### config.mk
export PLATFORM = sky130hd
export DESIGN_NAME = lcd_frame_capture_flat
export DESIGN_NICKNAME = d
export VERILOG_FILES = /design/src/rtl/lcd_frame_capture_pkg.sv /design/src/rtl/lcd_frame_capture_if.sv /design/src/rtl/lcd_wr_fifo.sv /design/src/rtl/lcd_frame_capture.sv /design/src/flat_wrapper.sv
export SDC_FILE = /design/constraint.sdc
export NUM_CORES = 1
export LEC_CHECK = 0
export CAP_MARGIN = 10
export CORE_MARGIN = 3
export CORE_UTILIZATION = 58
export DETAILED_ROUTE_END_ITERATION = 6
export PLACE_DENSITY = 0.76
export SYNTH_ARGS = -nofsm -noshare
export SYNTH_HDL_FRONTEND = slang
export SYNTH_SLANG_ARGS = --single-unit
### constraint.sdc
create_clock -name clk_i -period 2.45 [get_ports clk_i]
set_input_delay 0.3675 -clock clk_i [delete_from_list [all_inputs] [get_ports clk_i]]
set_output_delay 0.3675 -clock clk_i [all_outputs]
set_load 0.1 [all_outputs]
### src/rtl/lcd_frame_capture_pkg.sv
// Shared LCD capture types and frame geometry, also reused by the PPU bench.
package lcd_pkg;

    localparam int unsigned LCD_WIDTH   = 160;
    localparam int unsigned LCD_HEIGHT  = 144;
    localparam int unsigned LCD_BPL     = 40;
    localparam int unsigned PX_PER_BYTE = 4;

    typedef enum logic [1:0] {
        StOff,
        StSync,
        StActive,
        StDrain
    } lcd_state_e;

endpackage

### src/rtl/lcd_frame_capture_if.sv
// Pixel stream from the PPU, framebuffer write port and status flags of the capture block.
interface lcd_frame_capture_if #(
    parameter int unsigned ADR_W = 14
);

    logic             disp_on;
    logic             hsync;
    logic             vsync;
    logic             px_out;
    logic [1:0]       px;
    logic             fb_req;
    logic [ADR_W-1:0] fb_adr;
    logic [7:0]       fb_dat;
    logic             fb_ack;
    logic             fb_bank;
    logic             frame_done;
    logic             err_line;
    logic             err_excess;
    logic             err_ovf;
    logic             err_clr;

    // Master side is the PPU plus the RAM arbiter; slave side is the capture block.
    modport master (
        output disp_on, hsync, vsync, px_out, px, fb_ack, err_clr,
        input  fb_req, fb_adr, fb_dat, fb_bank, frame_done, err_line, err_excess, err_ovf
    );

    modport slave (
        input  disp_on, hsync, vsync, px_out, px, fb_ack, err_clr,
        output fb_req, fb_adr, fb_dat, fb_bank, frame_done, err_line, err_excess, err_ovf
    );

endinterface

### src/rtl/lcd_wr_fifo.sv
// Two-entry write buffer; the head entry is registered and drives the RAM port directly.
module lcd_wr_fifo #(
    parameter int unsigned Width = 22
) (
    input  logic             clk_i,
    input  logic             rst_ni,
    input  logic             flush_i,
    input  logic             push_i,
    input  logic [Width-1:0] data_i,
    input  logic             pop_i,
    output logic             full_o,
    output logic             empty_o,
    output logic [Width-1:0] head_o
);

    logic [1:0]       vld_q, vld_d;
    logic [Width-1:0] head_q, head_d, tail_q, tail_d;

    always_comb begin
        vld_d  = vld_q;
        head_d = head_q;
        tail_d = tail_q;
        if (pop_i && vld_q[0]) begin
            head_d = tail_q;
            vld_d  = {1'b0, vld_q[1]};
        end
        // Pop frees a slot before the push is considered, so push+pop while full is fine.
        if (push_i && !vld_d[1]) begin
            if (!vld_d[0]) begin
                head_d   = data_i;
                vld_d[0] = 1'b1;
            end else begin
                tail_d   = data_i;
                vld_d[1] = 1'b1;
            end
        end
        if (flush_i) begin
            vld_d  = '0;
            head_d = '0;
            tail_d = '0;
        end
    end

    always_ff @(posedge clk_i or negedge rst_ni) begin
        if (!rst_ni) begin
            vld_q  <= '0;
            head_q <= '0;
            tail_q <= '0;
        end else begin
            vld_q  <= vld_d;
            head_q <= head_d;
            tail_q <= tail_d;
        end
    end

    assign full_o  = vld_q[1];
    assign empty_o = !vld_q[0];
    assign head_o  = head_q;

endmodule

### src/rtl/lcd_frame_capture.sv
// Packs the PPU's 2-bit pixel stream four per byte into a double-banked framebuffer.
module lcd_frame_capture
    import lcd_pkg::*;
#(
    parameter int unsigned WIDTH  = LCD_WIDTH,
    parameter int unsigned HEIGHT = LCD_HEIGHT,
    parameter int unsigned BPL    = LCD_BPL,
    parameter int unsigned ADR_W  = 14
) (
    input logic                clk_i,
    input logic                rst_ni,
    lcd_frame_capture_if.slave bus_io
);

    localparam int unsigned OW = ADR_W - 1;
    localparam int unsigned XW = $clog2(WIDTH + 1);
    localparam int unsigned YW = $clog2(HEIGHT + 1);
    localparam logic [XW-1:0] XLim = XW'(WIDTH);
    localparam logic [YW-1:0] YLim = YW'(HEIGHT);
    localparam logic [OW-1:0] Bpl  = OW'(BPL);

    lcd_state_e     state_q, state_d;
    logic [XW-1:0]  x_q, x_d;
    logic [YW-1:0]  y_q, y_d;
    logic [OW-1:0]  line_base_q, line_base_d, byte_adr_q, byte_adr_d;
    logic [5:0]     pack_q, pack_d;
    logic           bank_q, bank_d, done_q, done_d;
    logic           err_line_q, err_excess_q, err_ovf_q;
    logic           set_line, set_excess, set_ovf;
    logic           push, pop, flush, fifo_full, fifo_empty;
    logic [ADR_W+7:0] head;

    assign pop     = !fifo_empty && bus_io.fb_ack;
    assign set_ovf = push && fifo_full && !pop;

    always_comb begin
        state_d     = state_q;
        x_d         = x_q;
        y_d         = y_q;
        line_base_d = line_base_q;
        byte_adr_d  = byte_adr_q;
        pack_d      = pack_q;
        bank_d      = bank_q;
        done_d      = 1'b0;
        push        = 1'b0;
        flush       = 1'b0;
        set_line    = 1'b0;
        set_excess  = 1'b0;
        if (!bus_io.disp_on) begin
            state_d = StOff;
            flush   = 1'b1;
            pack_d  = '0;
        end else begin
            unique case (state_q)
                StOff: begin
                    flush   = 1'b1;
                    pack_d  = '0;
                    state_d = StSync;
                end
                StSync, StActive: begin
                    if (bus_io.vsync) begin
                        // A vsync mid-frame restarts capture in the same bank.
                        set_line    = (state_q == StActive);
                        x_d         = '0;
                        y_d         = '0;
                        line_base_d = '0;
                        byte_adr_d  = '0;
                        pack_d      = '0;
                        state_d     = StActive;
                    end else if (state_q == StActive && bus_io.hsync) begin
                        if (x_q != '0) begin
                            set_line    = (x_q < XLim);
                            pack_d      = '0;
                            line_base_d = line_base_q + Bpl;
                            byte_adr_d  = line_base_q + Bpl;
                            x_d         = '0;
                            if (y_q < YLim) y_d = y_q + 1'b1;
                        end
                    end else if (state_q == StActive && bus_io.px_out) begin
                        if (x_q < XLim && y_q < YLim) begin
                            pack_d = {pack_q[3:0], bus_io.px};
                            x_d    = x_q + 1'b1;
                            if (x_q[1:0] == 2'd3) begin
                                push       = 1'b1;
                                byte_adr_d = byte_adr_q + 1'b1;
                                if (x_q == XLim - 1'b1 && y_q == YLim - 1'b1) state_d = StDrain;
                            end
                        end else begin
                            set_excess = 1'b1;
                        end
                    end
                end
                StDrain: begin
                    if (fifo_empty) begin
                        done_d  = 1'b1;
                        bank_d  = !bank_q;
                        state_d = StSync;
                    end
                end
                default: state_d = StOff;
            endcase
        end
    end

    always_ff @(posedge clk_i or negedge rst_ni) begin
        if (!rst_ni) begin
            state_q      <= StOff;
            x_q          <= '0;
            y_q          <= '0;
            line_base_q  <= '0;
            byte_adr_q   <= '0;
            pack_q       <= '0;
            bank_q       <= 1'b0;
            done_q       <= 1'b0;
            err_line_q   <= 1'b0;
            err_excess_q <= 1'b0;
            err_ovf_q    <= 1'b0;
        end else begin
            state_q      <= state_d;
            x_q          <= x_d;
            y_q          <= y_d;
            line_base_q  <= line_base_d;
            byte_adr_q   <= byte_adr_d;
            pack_q       <= pack_d;
            bank_q       <= bank_d;
            done_q       <= done_d;
            // A new error outranks a coincident clear.
            err_line_q   <= set_line   || (err_line_q   && !bus_io.err_clr);
            err_excess_q <= set_excess || (err_excess_q && !bus_io.err_clr);
            err_ovf_q    <= set_ovf    || (err_ovf_q    && !bus_io.err_clr);
        end
    end

    lcd_wr_fifo #(
        .Width (ADR_W + 8)
    ) u_wr_fifo (
        .clk_i   (clk_i),
        .rst_ni  (rst_ni),
        .flush_i (flush),
        .push_i  (push),
        .data_i  ({bank_q, byte_adr_q, pack_q, bus_io.px}),
        .pop_i   (pop),
        .full_o  (fifo_full),
        .empty_o (fifo_empty),
        .head_o  (head)
    );

    assign bus_io.fb_req     = !fifo_empty;
    assign bus_io.fb_adr     = head[ADR_W+7:8];
    assign bus_io.fb_dat     = head[7:0];
    assign bus_io.fb_bank    = bank_q;
    assign bus_io.frame_done = done_q;
    assign bus_io.err_line   = err_line_q;
    assign bus_io.err_excess = err_excess_q;
    assign bus_io.err_ovf    = err_ovf_q;

endmodule

### src/flat_wrapper.sv
// flat-port wrapper written by rule: the top's interface ports become plain ports
module lcd_frame_capture_flat import lcd_pkg::*;
#(
    parameter int unsigned WIDTH  = LCD_WIDTH,
    parameter int unsigned HEIGHT = LCD_HEIGHT,
    parameter int unsigned BPL    = LCD_BPL,
    parameter int unsigned ADR_W  = 14
)
  (clk_i, rst_ni, bus_io_disp_on, bus_io_hsync, bus_io_vsync, bus_io_px_out, bus_io_px, bus_io_fb_ack, bus_io_err_clr, bus_io_fb_req, bus_io_fb_adr, bus_io_fb_dat, bus_io_fb_bank, bus_io_frame_done, bus_io_err_line, bus_io_err_excess, bus_io_err_ovf);
  lcd_frame_capture_if #(.ADR_W(ADR_W)) bus_io_i ();
  input logic clk_i;
  input logic rst_ni;
  input wire logic [$bits(bus_io_i.disp_on)-1:0] bus_io_disp_on;
  input wire logic [$bits(bus_io_i.hsync)-1:0] bus_io_hsync;
  input wire logic [$bits(bus_io_i.vsync)-1:0] bus_io_vsync;
  input wire logic [$bits(bus_io_i.px_out)-1:0] bus_io_px_out;
  input wire logic [$bits(bus_io_i.px)-1:0] bus_io_px;
  input wire logic [$bits(bus_io_i.fb_ack)-1:0] bus_io_fb_ack;
  input wire logic [$bits(bus_io_i.err_clr)-1:0] bus_io_err_clr;
  output wire logic [$bits(bus_io_i.fb_req)-1:0] bus_io_fb_req;
  output wire logic [$bits(bus_io_i.fb_adr)-1:0] bus_io_fb_adr;
  output wire logic [$bits(bus_io_i.fb_dat)-1:0] bus_io_fb_dat;
  output wire logic [$bits(bus_io_i.fb_bank)-1:0] bus_io_fb_bank;
  output wire logic [$bits(bus_io_i.frame_done)-1:0] bus_io_frame_done;
  output wire logic [$bits(bus_io_i.err_line)-1:0] bus_io_err_line;
  output wire logic [$bits(bus_io_i.err_excess)-1:0] bus_io_err_excess;
  output wire logic [$bits(bus_io_i.err_ovf)-1:0] bus_io_err_ovf;
  assign bus_io_i.disp_on = bus_io_disp_on;
  assign bus_io_i.hsync = bus_io_hsync;
  assign bus_io_i.vsync = bus_io_vsync;
  assign bus_io_i.px_out = bus_io_px_out;
  assign bus_io_i.px = bus_io_px;
  assign bus_io_i.fb_ack = bus_io_fb_ack;
  assign bus_io_i.err_clr = bus_io_err_clr;
  assign bus_io_fb_req = bus_io_i.fb_req;
  assign bus_io_fb_adr = bus_io_i.fb_adr;
  assign bus_io_fb_dat = bus_io_i.fb_dat;
  assign bus_io_fb_bank = bus_io_i.fb_bank;
  assign bus_io_frame_done = bus_io_i.frame_done;
  assign bus_io_err_line = bus_io_i.err_line;
  assign bus_io_err_excess = bus_io_i.err_excess;
  assign bus_io_err_ovf = bus_io_i.err_ovf;
  lcd_frame_capture #(.WIDTH(WIDTH), .HEIGHT(HEIGHT), .BPL(BPL), .ADR_W(ADR_W)) u_core (.clk_i(clk_i), .rst_ni(rst_ni), .bus_io(bus_io_i));
endmodule
==> results.sh <==
export IMPL_synth_ff_latch_count=98
export IMPL_num_antenna_cells=0
export IMPL_post_cts_clock_slew_at_the_launch_and_capture_registers_of_the_worst_setup_and_hold_paths_ns=0.10
export IMPL_rows=33
export IMPL_finalWorstPathRequiredPeriod_ns=2.30
export IMPL_grt_resource_usage_total_pct=25.2
export IMPL_timing_final_setup_violations=0
export IMPL_final_cell_mix="98 x sky130_fd_sc_hd__dfrtp_1, 51 x sky130_fd_sc_hd__buf_4, 45 x sky130_fd_sc_hd__o21ai_0, 39 x sky130_fd_sc_hd__nor2_1, 37 x sky130_fd_sc_hd__nand2_1"
export IMPL_syn_nets=510
export IMPL_synthDominantCellAreaShare_pct=49.4
export IMPL_avgViaCountPerCell=6.32
export IMPL_async_flop_share_pct=100
export IMPL_route_detailed_wl_per_inst_um=18.1
export IMPL_grt_antenna_before_repair=0
export IMPL_synth_top_cell_by_area="sky130_fd_sc_hd__dfrtp_1"
export IMPL_post_route_util_pct=69.3
export IMPL_final_common_cell="sky130_fd_sc_hd__dfrtp_1"
export IMPL_rel_slew_slack_pct=59.9
export IMPL_end_kind="register"
export IMPL_synthesis_instances=492
export IMPL_pin_count_of_the_biggest_net_entering_global_routing=55
export IMPL_tightestPinTransition_ns=0.596
export IMPL_htreeDepth=3
export IMPL_place_port_buffers=37
export IMPL_worst_path_max_fanout=24
export IMPL_run_status="completed"
export IMPL_ioPinCount=38
export IMPL_initial_drt_markers=271
export IMPL_number_of_iterations_in_the_first_detailed_routing_pass=5
export IMPL_start_kind="register"
export IMPL_clk_root_buffer_cell="sky130_fd_sc_hd__clkbuf_8"
export IMPL_ant_nets=0
export IMPL_cts_post_setup_buffers_inserted=0
export IMPL_clock_path_buffers=2
export IMPL_cp_data_required_time_ns=2.69
export IMPL_chipWidth_um=98.5
export IMPL_summed_negative_setup_slack_over_all_endpoints_ns=0
export IMPL_yosys_top_cells_area="sky130_fd_sc_hd__dfrtp_1 49%, sky130_fd_sc_hd__a22o_1 5.3%, sky130_fd_sc_hd__mux2i_1 4.8%"
export IMPL_grt_pass1_vias=4068
export IMPL_grt_first_pass_wirelength_mm=20.0
export IMPL_areaGrowthSynthToFinish_pct=15.3
export IMPL_initial_utilization_pct=60.1
export IMPL_syn_mean_instance_area_um2=10.1
export IMPL_nets_finish=555
export IMPL_via_count=4091
export IMPL_coreArea_um2=8260
export IMPL_synth_main_ff_cell="sky130_fd_sc_hd__dfrtp_1"
export IMPL_floorplan_die_area_um2=9700
export IMPL_timing_fmax_ghz=0.436
export IMPL_synth_cell_area_um2=4960
export IMPL_place_congestion=0.982
export IMPL_post_place_cells=630
export IMPL_fin_area_um2=5720
export IMPL_critPathKind="reg2reg"
export IMPL_cp_arrival_ns=2.54
export IMPL_grt_setup_unrepaired="false"
export IMPL_grt_overflow=0
export IMPL_vdd_ir_drop_worst_mv=0.443
export IMPL_total_leakage_power_nw=2.68
export IMPL_ratio_of_cells_with_drive_above_1_in_the_final_layout_pct=15.9
export IMPL_cts_sinks=98
export IMPL_count_of_distinct_cell_types_in_the_synthesized_netlist=64
export IMPL_synth_enable_flop_cells=0
export IMPL_power_density_cell_area_nw_per_um2=662
export IMPL_placed_cell_area_um2=5520
export IMPL_synth_seq_area_share_pct=49.4
export IMPL_warnings_synthesis=0
export IMPL_die_h_um=98.5
export IMPL_hold_path_class="reg2reg"
export IMPL_report_final_slew_viol_count=0
export IMPL_remaining_drc_errors=0
export IMPL_final_min_period_over_clock_period_pct=93.7
export IMPL_clock_tree_from_tritoncts="done"
export IMPL_drv_max_cap_violation_count=0
export IMPL_clock_latency_of_the_later_clocked_register_in_the_worst_skew_pair_ns=0.37
export IMPL_fin_worst_skew_ns=0.0162
export IMPL_hold_fails_final_rpt=0
export IMPL_cts_made_buffers=9
export IMPL_totalWireLength_mm=11.7
export IMPL_half_perimeter_wire_length_of_the_detailed_placement_result_mm=8.25
export IMPL_final_cell_count_no_fill=647
## cell usage after synthesis, drive strengths merged (8+ instances only)
library cell	instances
dfrtp	98
o21ai	46
nor2	40
nand2	37
a22o	30
mux2i	24
a211oi	23
a21oi	22
clkbuf	17
buf	13
nand3	13
inv	12
nor3	11
o31ai	10
ha	8
xnor2	8
## sequential cells by signal, summed over array words and instances (netlist names)
register                  count
u_core.line_base_q           10
u_core.bus_io.frame_done      1
u_core.byte_adr_q            13
u_core.state_q                2
u_core.u_wr_fifo.head_o      22
u_core.bus_io.err_excess      1
u_core.pack_q                 6
u_core.bus_io.err_ovf         1
u_core.y_q                    8
u_core.bus_io.err_line        1
u_core.bus_io.fb_bank         1
u_core.x_q                    8
u_core.u_wr_fifo.tail_q      22
u_core.u_wr_fifo.vld_q        2
## final timing paths
path / start / to / slack [ns] / cells after the start
max: u_core.state_q[0] / u_core.u_wr_fifo.head_o[16] / 0.15 / 8
min: u_core.bus_io.err_ovf / u_core.bus_io.err_ovf / 0.50 / 1
max reg2reg: u_core.state_q[0] / u_core.u_wr_fifo.head_o[16] / 0.15 / 8
min reg2reg: u_core.bus_io.err_ovf / u_core.bus_io.err_ovf / 0.50 / 1
max in group asynchronous: rst_ni / u_core.line_base_q[6] / 1.23 / 3
min in group asynchronous: rst_ni / u_core.u_wr_fifo.head_o[17] / 0.52 / 2
## logic make-up after synthesis
group	after synthesis	synth area share, %
AOI/OAI and AO/OA	168	24.0
muxes	25	5.07
buffers and inverters	42	3.56
and+or+nand+nor	140	14.0
xor gates and xnor gates	11	1.94
DFF	98	49.4
adders and majority gates	8	2.02
## per-stage QoR
stage / hold slack, ns / worst slack (ns) / power [mW]
6_report: 0.504 / 0.155 / 3.79
3_3_place_gp: 0.394 / 0.125 / 2.73
5_1_grt: 0.526 / 0.0760 / 3.99
2_1_floorplan: 0.0719 / 0.332 / 2.45
3_5_place_dp: 0.397 / 0.0649 / 2.77
4_1_cts: 0.508 / 0.211 / 3.80
## where the power goes
part | leakage, nW | internal, mW | switching, mW
logic | 1.24 | 0.313 | 0.568
clock network | 0.0973 | 0.421 | 0.621
registers | 1.35 | 1.72 | 0.143
## final cells by class
type	count	area, um^2
sequential	98	2450
tap	105	131
clock inverter	6	56.3
multi-input combinational	352	2340
clock buffer	10	138
fill	636	2540
inverter	12	45.0
timing repair buffer	64	553
## worst max-delay path, stage by stage (launching register included)
cell                        delay (ns)
sky130_fd_sc_hd__dfrtp_1          0.38
sky130_fd_sc_hd__inv_1            0.08
sky130_fd_sc_hd__ha_1             0.40
sky130_fd_sc_hd__nand2_1          0.13
sky130_fd_sc_hd__nor4_2           0.28
sky130_fd_sc_hd__buf_4            0.21
sky130_fd_sc_hd__o2111ai_4        0.12
sky130_fd_sc_hd__buf_4            0.24
sky130_fd_sc_hd__a211oi_1         0.32
## layer usage
layer / routed length [um] / share of wire, % / global-route usage, %
met5: 0 / 0 / 0
met4: 154 / 1.3 / 6.30
met3: 542 / 4.6 / 4.60
met2: 5530 / 47 / 39.8
met1: 5520 / 47 / 36.5
## what timing repair did
action | 4_1_cts | 5_1_grt
hold buffers | 1 | 0
gates resized for setup | 0 | 0
setup endpoints to repair | 0 | 0
hold endpoints to repair | 3 | 0
(Power assumes the default switching activity.)
